[config.mk]
export PLATFORM = sky130hd
export DESIGN_NAME = interrupt_ack_sequencer
export DESIGN_NICKNAME = d
export VERILOG_FILES = /design/src/rtl/pic_pkg.sv /design/src/rtl/inta_edge_detect.sv /design/src/rtl/interrupt_ack_sequencer.sv
export SDC_FILE = /design/constraint.sdc
export NUM_CORES = 1
export LEC_CHECK = 0
export CAP_MARGIN = 20
export CORE_MARGIN = 3
export CORE_UTILIZATION = 46
export CTS_CLUSTER_SIZE = 30
export DETAILED_ROUTE_END_ITERATION = 6
export PLACE_DENSITY = 0.79
export SLEW_MARGIN = 20
export SYNTH_ARGS = -nofsm -noshare
export SYNTH_HDL_FRONTEND = slang
export SYNTH_SLANG_ARGS = --single-unit
export TNS_END_PERCENT = 30
[constraint.sdc]
create_clock -name clk -period 2.6 [get_ports clk]
set_input_delay 0.26 -clock clk [delete_from_list [all_inputs] [get_ports clk]]
set_output_delay 0.26 -clock clk [all_outputs]
set_load 0.02 [all_outputs]
[src/rtl/pic_pkg.sv]
// Shared types, constants and helpers for the 8259A interrupt acknowledge path.
package pic_pkg;

    // Acknowledge sequence states. W* waits for the next INTA falling edge,
    // P* means an INTA pulse is currently low.
    typedef enum logic [2:0] {
        ST_IDLE,
        ST_REQ,
        ST_P1,
        ST_W2,
        ST_P2,
        ST_W3,
        ST_P3
    } state_t;

    // 8080/85 CALL instruction opcode returned on the first INTA pulse.
    localparam logic [7:0] CALL_OPCODE    = 8'hCD;

    // Level reported when the request vanished before the first INTA.
    localparam logic [2:0] SPURIOUS_LEVEL = 3'd7;

    // Binary index of a one-hot vector (0 when the vector is empty).
    function automatic logic [2:0] onehot_to_index(input logic [7:0] onehot);
        logic [2:0] idx;
        idx = 3'd0;
        for (int i = 0; i < 8; i++) begin
            if (onehot[i]) idx = 3'(i);
        end
        return idx;
    endfunction

    // Isolate the lowest set bit (highest priority in fixed-priority order).
    function automatic logic [7:0] lowest_set_onehot(input logic [7:0] vec);
        return vec & 8'(~vec + 8'd1);
    endfunction

endpackage

[src/rtl/inta_edge_detect.sv]
// Synchronizes the asynchronous inta_n pin and produces one-cycle
// fall/rise strobes from the last synchronizer stage.
module inta_edge_detect #(
    parameter int INTA_SYNC = 2
) (
    input  logic clk,
    input  logic rst_n,
    input  logic inta_n,
    output logic fall,
    output logic rise
);

    logic [INTA_SYNC-1:0] sync;
    logic                 prev;

    // Synchronizer chain plus one delayed copy of the last stage; all flops
    // reset to 1 so reset release never looks like an acknowledge edge.
    // NOTE: sequential state uses non-blocking assignments so every flop
    // samples the pre-edge value of its neighbour, forming a true shift chain.
    always_ff @(posedge clk or negedge rst_n) begin
        if (!rst_n) begin
            sync <= '1;
            prev <= 1'b1;
        end else begin
            sync <= {sync[INTA_SYNC-2:0], inta_n};
            prev <= sync[INTA_SYNC-1];
        end
    end

    assign fall = prev & ~sync[INTA_SYNC-1];
    assign rise = ~prev & sync[INTA_SYNC-1];

endmodule

[src/rtl/interrupt_ack_sequencer.sv]
// CPU side of the 8259A request path: raises INT, runs the 8086 or
// 8080/85 INTA pulse sequence, drives vector/CALL bytes and owns the ISR.
module interrupt_ack_sequencer
    import pic_pkg::*;
#(
    parameter int INTA_SYNC = 2
) (
    input  logic       clk,
    input  logic       rst_n,
    input  logic [7:0] interrupt,
    input  logic       mode_8086,
    input  logic       aeoi,
    input  logic [4:0] vector_base,
    input  logic [2:0] call_addr_lo,
    input  logic [7:0] call_addr_hi,
    input  logic       eoi_valid,
    input  logic       eoi_specific,
    input  logic [2:0] eoi_level,
    input  logic       inta_n,
    output logic       int_out,
    output logic [7:0] in_service_register,
    output logic [7:0] data_out,
    output logic       data_oe,
    output logic       ack_busy
);

    logic       fall;
    logic       rise;

    state_t     state_q, state_d;
    logic       int_q, int_d;
    logic       oe_q, oe_d;
    logic       spur_q, spur_d;
    logic [7:0] dout_q, dout_d;
    logic [7:0] isr_q, isr_d;
    logic [2:0] level_q, level_d;

    logic [7:0] set_mask;
    logic [7:0] aeoi_mask;
    logic [7:0] eoi_mask;
    logic       final_rise;

    inta_edge_detect #(
        .INTA_SYNC (INTA_SYNC)
    ) u_edge (
        .clk    (clk),
        .rst_n  (rst_n),
        .inta_n (inta_n),
        .fall   (fall),
        .rise   (rise)
    );

    // Next-state, output-byte and ISR update logic for the INTA sequence.
    // NOTE: every signal written here gets a default first, so no path can
    // leave it unassigned and no latch is inferred.
    always_comb begin
        state_d    = state_q;
        int_d      = int_q;
        oe_d       = oe_q;
        spur_d     = spur_q;
        dout_d     = dout_q;
        level_d    = level_q;
        set_mask   = 8'h00;
        aeoi_mask  = 8'h00;
        eoi_mask   = 8'h00;
        final_rise = 1'b0;

        case (state_q)
            ST_IDLE: begin
                if (interrupt != 8'h00) begin
                    state_d = ST_REQ;
                    int_d   = 1'b1;
                end
            end
            ST_REQ: begin
                if (fall) begin
                    state_d = ST_P1;
                    int_d   = 1'b0;
                    if (interrupt == 8'h00) begin
                        level_d = SPURIOUS_LEVEL;
                        spur_d  = 1'b1;
                    end else begin
                        level_d  = onehot_to_index(interrupt);
                        spur_d   = 1'b0;
                        set_mask = 8'b1 << onehot_to_index(interrupt);
                    end
                    if (mode_8086) begin
                        oe_d = 1'b0;
                    end else begin
                        dout_d = CALL_OPCODE;
                        oe_d   = 1'b1;
                    end
                end
            end
            ST_P1: begin
                if (rise) begin
                    state_d = ST_W2;
                    oe_d    = 1'b0;
                end
            end
            ST_W2: begin
                if (fall) begin
                    state_d = ST_P2;
                    dout_d  = mode_8086 ? {vector_base, level_q}
                                        : {call_addr_lo, level_q, 2'b00};
                    oe_d    = 1'b1;
                end
            end
            ST_P2: begin
                if (rise) begin
                    oe_d = 1'b0;
                    if (mode_8086) begin
                        state_d    = ST_IDLE;
                        final_rise = 1'b1;
                    end else begin
                        state_d = ST_W3;
                    end
                end
            end
            ST_W3: begin
                if (fall) begin
                    state_d = ST_P3;
                    dout_d  = call_addr_hi;
                    oe_d    = 1'b1;
                end
            end
            ST_P3: begin
                if (rise) begin
                    state_d    = ST_IDLE;
                    oe_d       = 1'b0;
                    final_rise = 1'b1;
                end
            end
            default: state_d = ST_IDLE;
        endcase

        if (final_rise && aeoi && !spur_q) begin
            aeoi_mask = 8'b1 << level_q;
        end

        if (eoi_valid) begin
            eoi_mask = eoi_specific ? (8'b1 << eoi_level) : lowest_set_onehot(isr_q);
        end

        // Clears are applied before the set, so a set on the same bit wins.
        isr_d = (isr_q & ~(eoi_mask | aeoi_mask)) | set_mask;
    end

    // State and registered outputs; reset aborts any sequence in flight.
    always_ff @(posedge clk or negedge rst_n) begin
        if (!rst_n) begin
            state_q <= ST_IDLE;
            int_q   <= 1'b0;
            oe_q    <= 1'b0;
            spur_q  <= 1'b0;
            dout_q  <= 8'h00;
            isr_q   <= 8'h00;
            level_q <= 3'd0;
        end else begin
            state_q <= state_d;
            int_q   <= int_d;
            oe_q    <= oe_d;
            spur_q  <= spur_d;
            dout_q  <= dout_d;
            isr_q   <= isr_d;
            level_q <= level_d;
        end
    end

    assign int_out             = int_q;
    assign data_oe             = oe_q;
    assign data_out            = dout_q;
    assign in_service_register = isr_q;
    assign ack_busy            = (state_q != ST_IDLE);

endmodule
==> results of run 1 <==
-- power by group --
group | internal (mW) | switching, mW
Sequential | 0.545 | 0.139
Clock | 0.0601 | 0.126
Combinational | 0.375 | 0.386
-- layout by cell type (no fill, tap or decap), drive strengths merged, types with 2 or more instances in the layout --
master          n
nand2b          4
clkbuf          4
o21ai          14
nand3           3
a221o           4
nor4            4
or4b            2
or3b            2
and3            3
nor2           15
clkdlybuf4s50  52
o311ai          6
o32ai           2
a31oi           3
a211oi          2
nor2b           4
mux2i           3
mux2           11
nor3            4
dfrtp          25
o31ai           2
nand2          15
buf             4
a21oi           5
inv            10
dfstp           3
-- kinds of logic after synthesis --
family | synth area share, %
simple gates | 21.3
compound gates | 23.0
buf+inv | 4.34
flops | 42.1
mux | 9.20
-- critical path, cell delays in order (launching register included) --
cell and delay [ps]:
dfrtp_1 520, or3_1 440, clkdlybuf4s50_1 550
-- cell type report --
| cell class | instances | area (µm²) |
|---|---|---|
| Multi-Input combinational cell | 130 | 896 |
| Tap cell | 46 | 57.6 |
| Clock buffer | 4 | 26.3 |
| Sequential cell | 28 | 704 |
| Inverter | 10 | 37.5 |
| Timing Repair Buffer | 56 | 551 |
| Fill cell | 288 | 1140 |
-- stage by stage --
stage	cell area [µm²]	std cells
floorplan	1670	176
global placement	2250	270
detailed placement	2250	270
CTS	2270	274
global route	2270	274
finish	2270	274
-- layer usage --
metal | up-vias | GRT usage (%) | part of all wire, % | wire, µm
met3 | 2 | 3.06 | 4.6 | 197
met5 | - | 0 | 0 | 0
met1 | 759 | 29.8 | 43 | 1880
li1 | 766 | - | - | -
met2 | 47 | 34.2 | 52 | 2230
met4 | 0 | 5.84 | 0.44 | 19
-- worst max-delay path by stage --
stage	slack, ps	startpoint	to	cells after the start
final	490	state_q[0]	ack_busy	2
after floorplan	740	u_edge.sync[1]	in_service_register[3]	4
after global placement	500	eoi_valid	in_service_register[6]	5
after detailed placement	430	eoi_valid	in_service_register[5]	5
after global routing	410	state_q[2]	ack_busy	2
after CTS	480	state_q[0]	ack_busy	2
-- sequential cells by signal (all words and copies together) (netlist names) --
| name | cells |
|---|---|
| level_q | 3 |
| spur_q | 1 |
| int_out | 1 |
| u_edge.sync | 2 |
| data_out | 8 |
| state_q | 3 |
| data_oe | 1 |
| u_edge.prev | 1 |
| in_service_register | 8 |
==> results.toml, run 1 <==
[global_route]
grt_pass1_wl_um = 7280
grtUsageTotal_pct = 21.3
grt_max_degree = 29
gr-total-overflow = 0
grt_pass1_vias = 1558
antenna_found_initial = 0

[cells_and_area]
area_growth_syn_to_layout_pct = 35.8
antenna_cells = 0
nets = 263
drive_gt1_share_pct = 12.7
utilization_pct = 66.5

[timing]
min_period_ps = 2110
setup_viol = 0
skew_ps = 11.6
fmax_mhz = 474
hold_viol = 0
tns_ps = 0
layout_setup_ws_ps = 490
rsz0062_at_grt = "no"
period_share_pct = 81.2
maxSlewHeadroom_pct = 58.1
holdWs_ps = 288
tightest_slew_ps = 624
final_max_slew_viol_count = 0

[logic_synthesis]
yosysWarnings = 0
synth_area_leaders = "dfrtp_1 (37%), mux2_2 (7.4%), dfstp_2 (4.7%), o21ai_0 (3.9%), nand2_1 (3.4%)"
syn_area_um2 = 1670
synth_nets = 210
synthTopCellsByCount = "dfrtp_1 (25), nand2_1 (15), nor2_1 (15)"
ys_seq_elements = 28
synth_cells = 176
synth_edf_count = 0
ys.flop_type = "dfrtp_1"
synth_cell_types = 51
synth_top_area_cell = "dfrtp_1"
synthArstFlopShare_pct = 100
ys_seq_area_share_pct = 42.1
synth.top_cell.area_share_pct = 37.4
syn_avg_cell_area_um2 = 9.50
yosysMostFrequentCell = "dfrtp_1"

[floorplanning]
die_y_um = 66.3
die_x_um = 66.3
die_area_um2 = 4400
start_util_pct = 49.0
std_cell_rows = 21
core_region_area_um2 = 3420
ios = 53

[setup_path]
r2r_start = "u_edge.sync[1]"
rrSetupSlack_ps = 620
crit_path_start_kind = "register"
r2r_cells = 4
cp.arrival_ps = 1850
timing.rr.end = "in_service_register[3]"
criticalPathCategory = "reg -> out"
critPathMaxFanout = 11
endpoint_kind = "primary output"
critPathRequiredTime_ps = 2340

[cts]
cts_tree = "built"
clk_latency_ps = 330
cts.htree.levels = 1
clk_pin_slew_worst_paths_ps = 150
cts_sinks = 28
cts_resized = 0
postCtsHoldBufs = 0
cts_root_buf = "clkbuf_4"
cts_buffers = 3
post_cts_buffers = 0
clk_path_buf_depth = 2

[detailed_routing]
first_iter_violations = 139
drt-total-wl_um = 4330
vias_per_cell = 5.74
antenna_left = 0
firstDrtPassIters = 4
wl_per_cell_um = 15.8
drc_errors = 0
vias = 1574

[power]
total_power_mw = 1.63
vdd_drop_max_mv = 0.399
powerDensity_nw_per_um2 = 718
leakage_nw = 0.926

[run_status]
status = "finished clean"

[placement]
pre_cts_ws_ps = 427
place_hpwl_um = 3400
io_buffers = 52
place_congestion = 0.864

[min_path]
hold_path.class = "in -> async"

[run]
max_cap_viol_count = 0
Power figures use the tool's default switching activity.
==> run 2, diff against run 1 <==
clock period = 1.95 ns   (was 2.6 ns; I/O delays follow)
==> results.toml, run 2 (same netlist as run 1, synthesis figures left out) <==
[timing]
final_max_slew_viol_count = 0
hold_viol = 0
fmax_mhz = 509
setup_viol = 1
skew_ps = 9.15
min_period_ps = 1960
tns_ps = -14.8
tightest_slew_ps = 602
layout_setup_ws_ps = -14.8
maxSlewHeadroom_pct = 59.6
period_share_pct = 101
rsz0062_at_grt = "yes"

[min_path]
hold_path.class = "in -> async"

[detailed_routing]
wl_per_cell_um = 16.5
first_iter_violations = 146
vias = 1650
antenna_left = 0
vias_per_cell = 5.81
drc_errors = 0
drt-total-wl_um = 4680
firstDrtPassIters = 4

[power]
p_comb_share_pct = 48.2
p_clk_share_pct = 12.7
powerDensity_nw_per_um2 = 964
total_power_mw = 2.27
leakage_nw = 0.979
p_int_mw = 1.37
seq_power_share_pct = 39.1
p_sw_uw = 906
vdd_drop_max_mv = 0.529
switching_share_pct = 39.9

[placement]
pre_cts_ws_ps = -91.1
dp.cells = 280
io_buffers = 52
place_hpwl_um = 3570
place_congestion = 0.883

[cts]
postCtsHoldBufs = 0
cts.htree.levels = 1
cts_sinks = 28
clk_pin_slew_worst_paths_ps = 160
post_cts_buffers = 0
cts_root_buf = "clkbuf_4"
clk_path_buf_depth = 2
cts_buffers = 3
cts_tree = "built"
clk_latency_ps = 330

[cells_and_area]
drive_gt1_share_pct = 16.8
final_common_cell = "clkdlybuf4s50_1"
fin_cells = 284
mostFrequentLayoutCells = "clkdlybuf4s50_1 (51), dfrtp_1 (25), nor2_1 (15), nand2_1 (15), buf_4 (14)"
nets = 273
area_growth_syn_to_layout_pct = 40.8
utilization_pct = 69.0
antenna_cells = 0

[setup_path]
critPathRequiredTime_ps = 2160
criticalPathCategory = "reg -> reg"
cp_top_family = "simple AND/OR/NAND/NOR gates"
cp_cell_sequence = "or3b_1, or4b_4, o311ai_2, o41ai_1"
cp.arrival_ps = 2170
endpoint_kind = "register"
critPathMaxFanout = 4
cpPeakStageDelay_ps = 560
crit_path_start_kind = "register"
slowest_stage = "dfstp_2"
critPathBufInv = 0

[run_status]
status = "finished with violations"
violations = "negative setup slack"

[floorplanning]
std_cell_rows = 21
core_region_area_um2 = 3420
start_util_pct = 49.0
die_x_um = 66.3
die_y_um = 66.3
die_area_um2 = 4400
ios = 53

[global_route]
grt_pass1_wl_um = 7670
gr-total-overflow = 0
grt_max_degree = 29
grt_pass1_vias = 1674
antenna_found_initial = 0
grtUsageTotal_pct = 22.3

[run]
max_cap_viol_count = 0
==> run 2: changes by cell type in the layout (fill, tap and decap cells not counted), sizes merged <==
cell / previous run / this run
clkdlybuf4s50: 52 / 51
dlygate4sd2: 0 / 1
buf: 4 / 14
==> run 2: final timing paths <==
kind                           startpoint  cells after the start  slack [ps]                     end
min in group clk                   inta_n                      1         240          u_edge.sync[0]
max in group asynchronous           rst_n                      2        1430          u_edge.sync[1]
hold reg to reg            u_edge.sync[0]                      0         380          u_edge.sync[1]
setup / recovery           u_edge.sync[1]                      4         -10  in_service_register[3]
hold / removal                      rst_n                      2         210             data_out[6]
setup reg to reg           u_edge.sync[1]                      4         -10  in_service_register[3]
==> run 2: final cells by class <==
type | instances | area, µm²
clock buffer | 4 | 36.3
multi-input combinational | 130 | 896
tap | 46 | 57.6
fill | 258 | 1060
inverter | 10 | 37.5
timing repair buffer | 66 | 624
sequential | 28 | 704
==> run 2: power by group through the flow <==
stage | combinational (mW) | sequential, mW | clock [mW]
2_1_floorplan | 0.589 | 0.936 | 0
3_5_place_dp | 1.09 | 0.896 | 0
4_1_cts | 1.09 | 0.883 | 0.296
3_3_place_gp | 1.06 | 0.882 | 0
6_report | 1.09 | 0.889 | 0.289
5_1_grt | 1.19 | 0.910 | 0.321
==> run 2: what timing repair did <==
action | 4_1_cts | 5_1_grt
resized for setup | 1 | 2
endpoints found under the setup margin | 1 | 4
pin swaps | 0 | 0
==> run 2: per-stage QoR <==
step / area [µm²] / hold slack [ps]
2_1_floorplan: 1670 / -101
3_3_place_gp: 2320 / 348
3_5_place_dp: 2320 / 353
4_1_cts: 2360 / 218
5_1_grt: 2360 / 223
6_report: 2360 / 209
==> run 2: layer usage <==
| layer | vias to the layer above | share of wire [%] | GRT usage (%) |
|---|---|---|---|
| met5 | - | 0 | 0 |
| met4 | 0 | 1.2 | 8.38 |
| met3 | 7 | 3.8 | 2.55 |
| met2 | 61 | 53 | 39.5 |
| met1 | 792 | 42 | 27.6 |
| li1 | 790 | - | - |
==> run 3, diff against run 2 <==
PLACE_DENSITY = 0.76   (was 0.79)
==> results.toml, run 3 (same netlist as run 1, synthesis figures left out) <==
[run_status]
violations = "negative setup slack"
status = "finished with violations"

[timing]
period_share_pct = 101
setup_viol = 1
rsz0062_at_grt = "yes"
layout_setup_ws_ps = -14.0
min_period_ps = 1960
maxSlewHeadroom_pct = 64.7
final_max_slew_viol_count = 0
tightest_slew_ps = 530
skew_ps = 1.63
holdWs_ps = 219
fmax_mhz = 509
hold_viol = 0

[global_route]
gr-total-overflow = 0
grtUsageTotal_pct = 21.5
grt_pass1_vias = 1650
grt_max_degree = 29
grt_pass1_wl_um = 7460
antenna_found_initial = 0

[cells_and_area]
fin_area_um2 = 2390
mostFrequentLayoutCells = "clkdlybuf4s50_1 (51), dfrtp_1 (25), buf_4 (17)"
final_common_cell = "clkdlybuf4s50_1"
seq_area_um2 = 704
nFillCells = 282
antenna_cells = 0
drive_gt1_share_pct = 18.3
multiInputGateArea_um2 = 908
fin_cells = 287
nets = 276
area_growth_syn_to_layout_pct = 42.9

[cts]
cts_root_buf = "clkbuf_4"
postCtsHoldBufs = 0
clk_path_buf_depth = 2
cts_buffers = 3
clk_latency_ps = 330
cts_tree = "built"
cts.htree.levels = 1
post_cts_buffers = 0
cts_sinks = 28
clk_pin_slew_worst_paths_ps = 150

[floorplanning]
ios = 53
die_area_um2 = 4400
die_x_um = 66.3
core_region_area_um2 = 3420
die_y_um = 66.3
std_cell_rows = 21
start_util_pct = 49.0

[detailed_routing]
dr_wl_met2_um = 2320
firstDrtPassIters = 4
first_iter_violations = 88
drt-total-wl_um = 4440
top_layer_used = "met4"
antenna_left = 0
drc_errors = 0
wl_per_cell_um = 15.5
wl_met3_um = 221
vias = 1651
vias_per_cell = 5.75
drt-met1-wl_um = 1840

[power]
powerDensity_nw_per_um2 = 957
vdd_drop_max_mv = 0.810
leakage_nw = 0.996

[placement]
io_buffers = 52
place_congestion = 0.926
place_area_um2 = 2340
place_hpwl_um = 3530
dp.cells = 283

[setup_path]
cp.arrival_ps = 2190
critPathRequiredTime_ps = 2170
endpoint_kind = "register"
criticalPathCategory = "reg -> reg"
critPathMaxFanout = 4
crit_path_start_kind = "register"

[run]
max_cap_viol_count = 0

[min_path]
hold_path.class = "in -> async"
## run 3: what timing repair did
| action | 4_1_cts | 5_1_grt |
|---|---|---|
| hold endpoints to repair | 0 | 0 |
| resized for setup | 2 | 1 |
| setup endpoints to repair | 2 | 3 |
## run 3: final timing paths
path / start / endpoint / slack [ps] / cells after the start
worst max-delay path: u_edge.sync[1] / in_service_register[3] / -10 / 4
worst max register to register: u_edge.sync[1] / in_service_register[3] / -10 / 4
worst min-delay path: rst_n / data_out[6] / 220 / 2
max in group asynchronous: rst_n / u_edge.sync[0] / 1420 / 2
min in group clk: inta_n / u_edge.sync[0] / 250 / 1
worst min register to register: u_edge.sync[0] / u_edge.sync[1] / 370 / 0
## run 3: metal layers
layer | GRT usage (%) | vias up
met2 | 37.4 | 54
met4 | 7.36 | 0
met5 | 0 | -
met3 | 2.72 | 8
li1 | - | 798
met1 | 27.2 | 791
## run 3: cell type report
| class | instances | area share [%] |
|---|---|---|
| Sequential cell | 28 | 29.5 |
| Multi-Input combinational cell | 130 | 38.0 |
| Tap cell | 46 | 2.41 |
| Timing Repair Buffer | 69 | 27.1 |
| Inverter | 10 | 1.57 |
| Clock buffer | 4 | 1.52 |
## run 3: critical path, cell delays in order, from the launching register on
cell      delay, ps
dfstp_2         560
or3b_4          380
or4b_4          550
o311ai_4        260
o41ai_1         120
## run 3: where the power goes
part	leakage, nW	switching, mW	internal (mW)
registers	0.335	0.142	0.728
logic	0.641	0.586	0.547
clock network	0.0210	0.170	0.114
total	0.996	0.898	1.39
## run 3: through the flow
step / utilization, % / TNS, ps / power (mW) / setup WS, ps
after floorplan: - / 0 / 1.52 / 93.7
after global placement: 68.6 / -8.98 / 1.98 / -5.95
after detailed placement: 68.6 / -199 / 2.01 / -94.9
after CTS: 69.9 / 0 / 2.29 / 1.28
after global routing: 70.0 / -79.0 / 2.44 / -55.9
final: 70.0 / -14.0 / 2.29 / -14.0
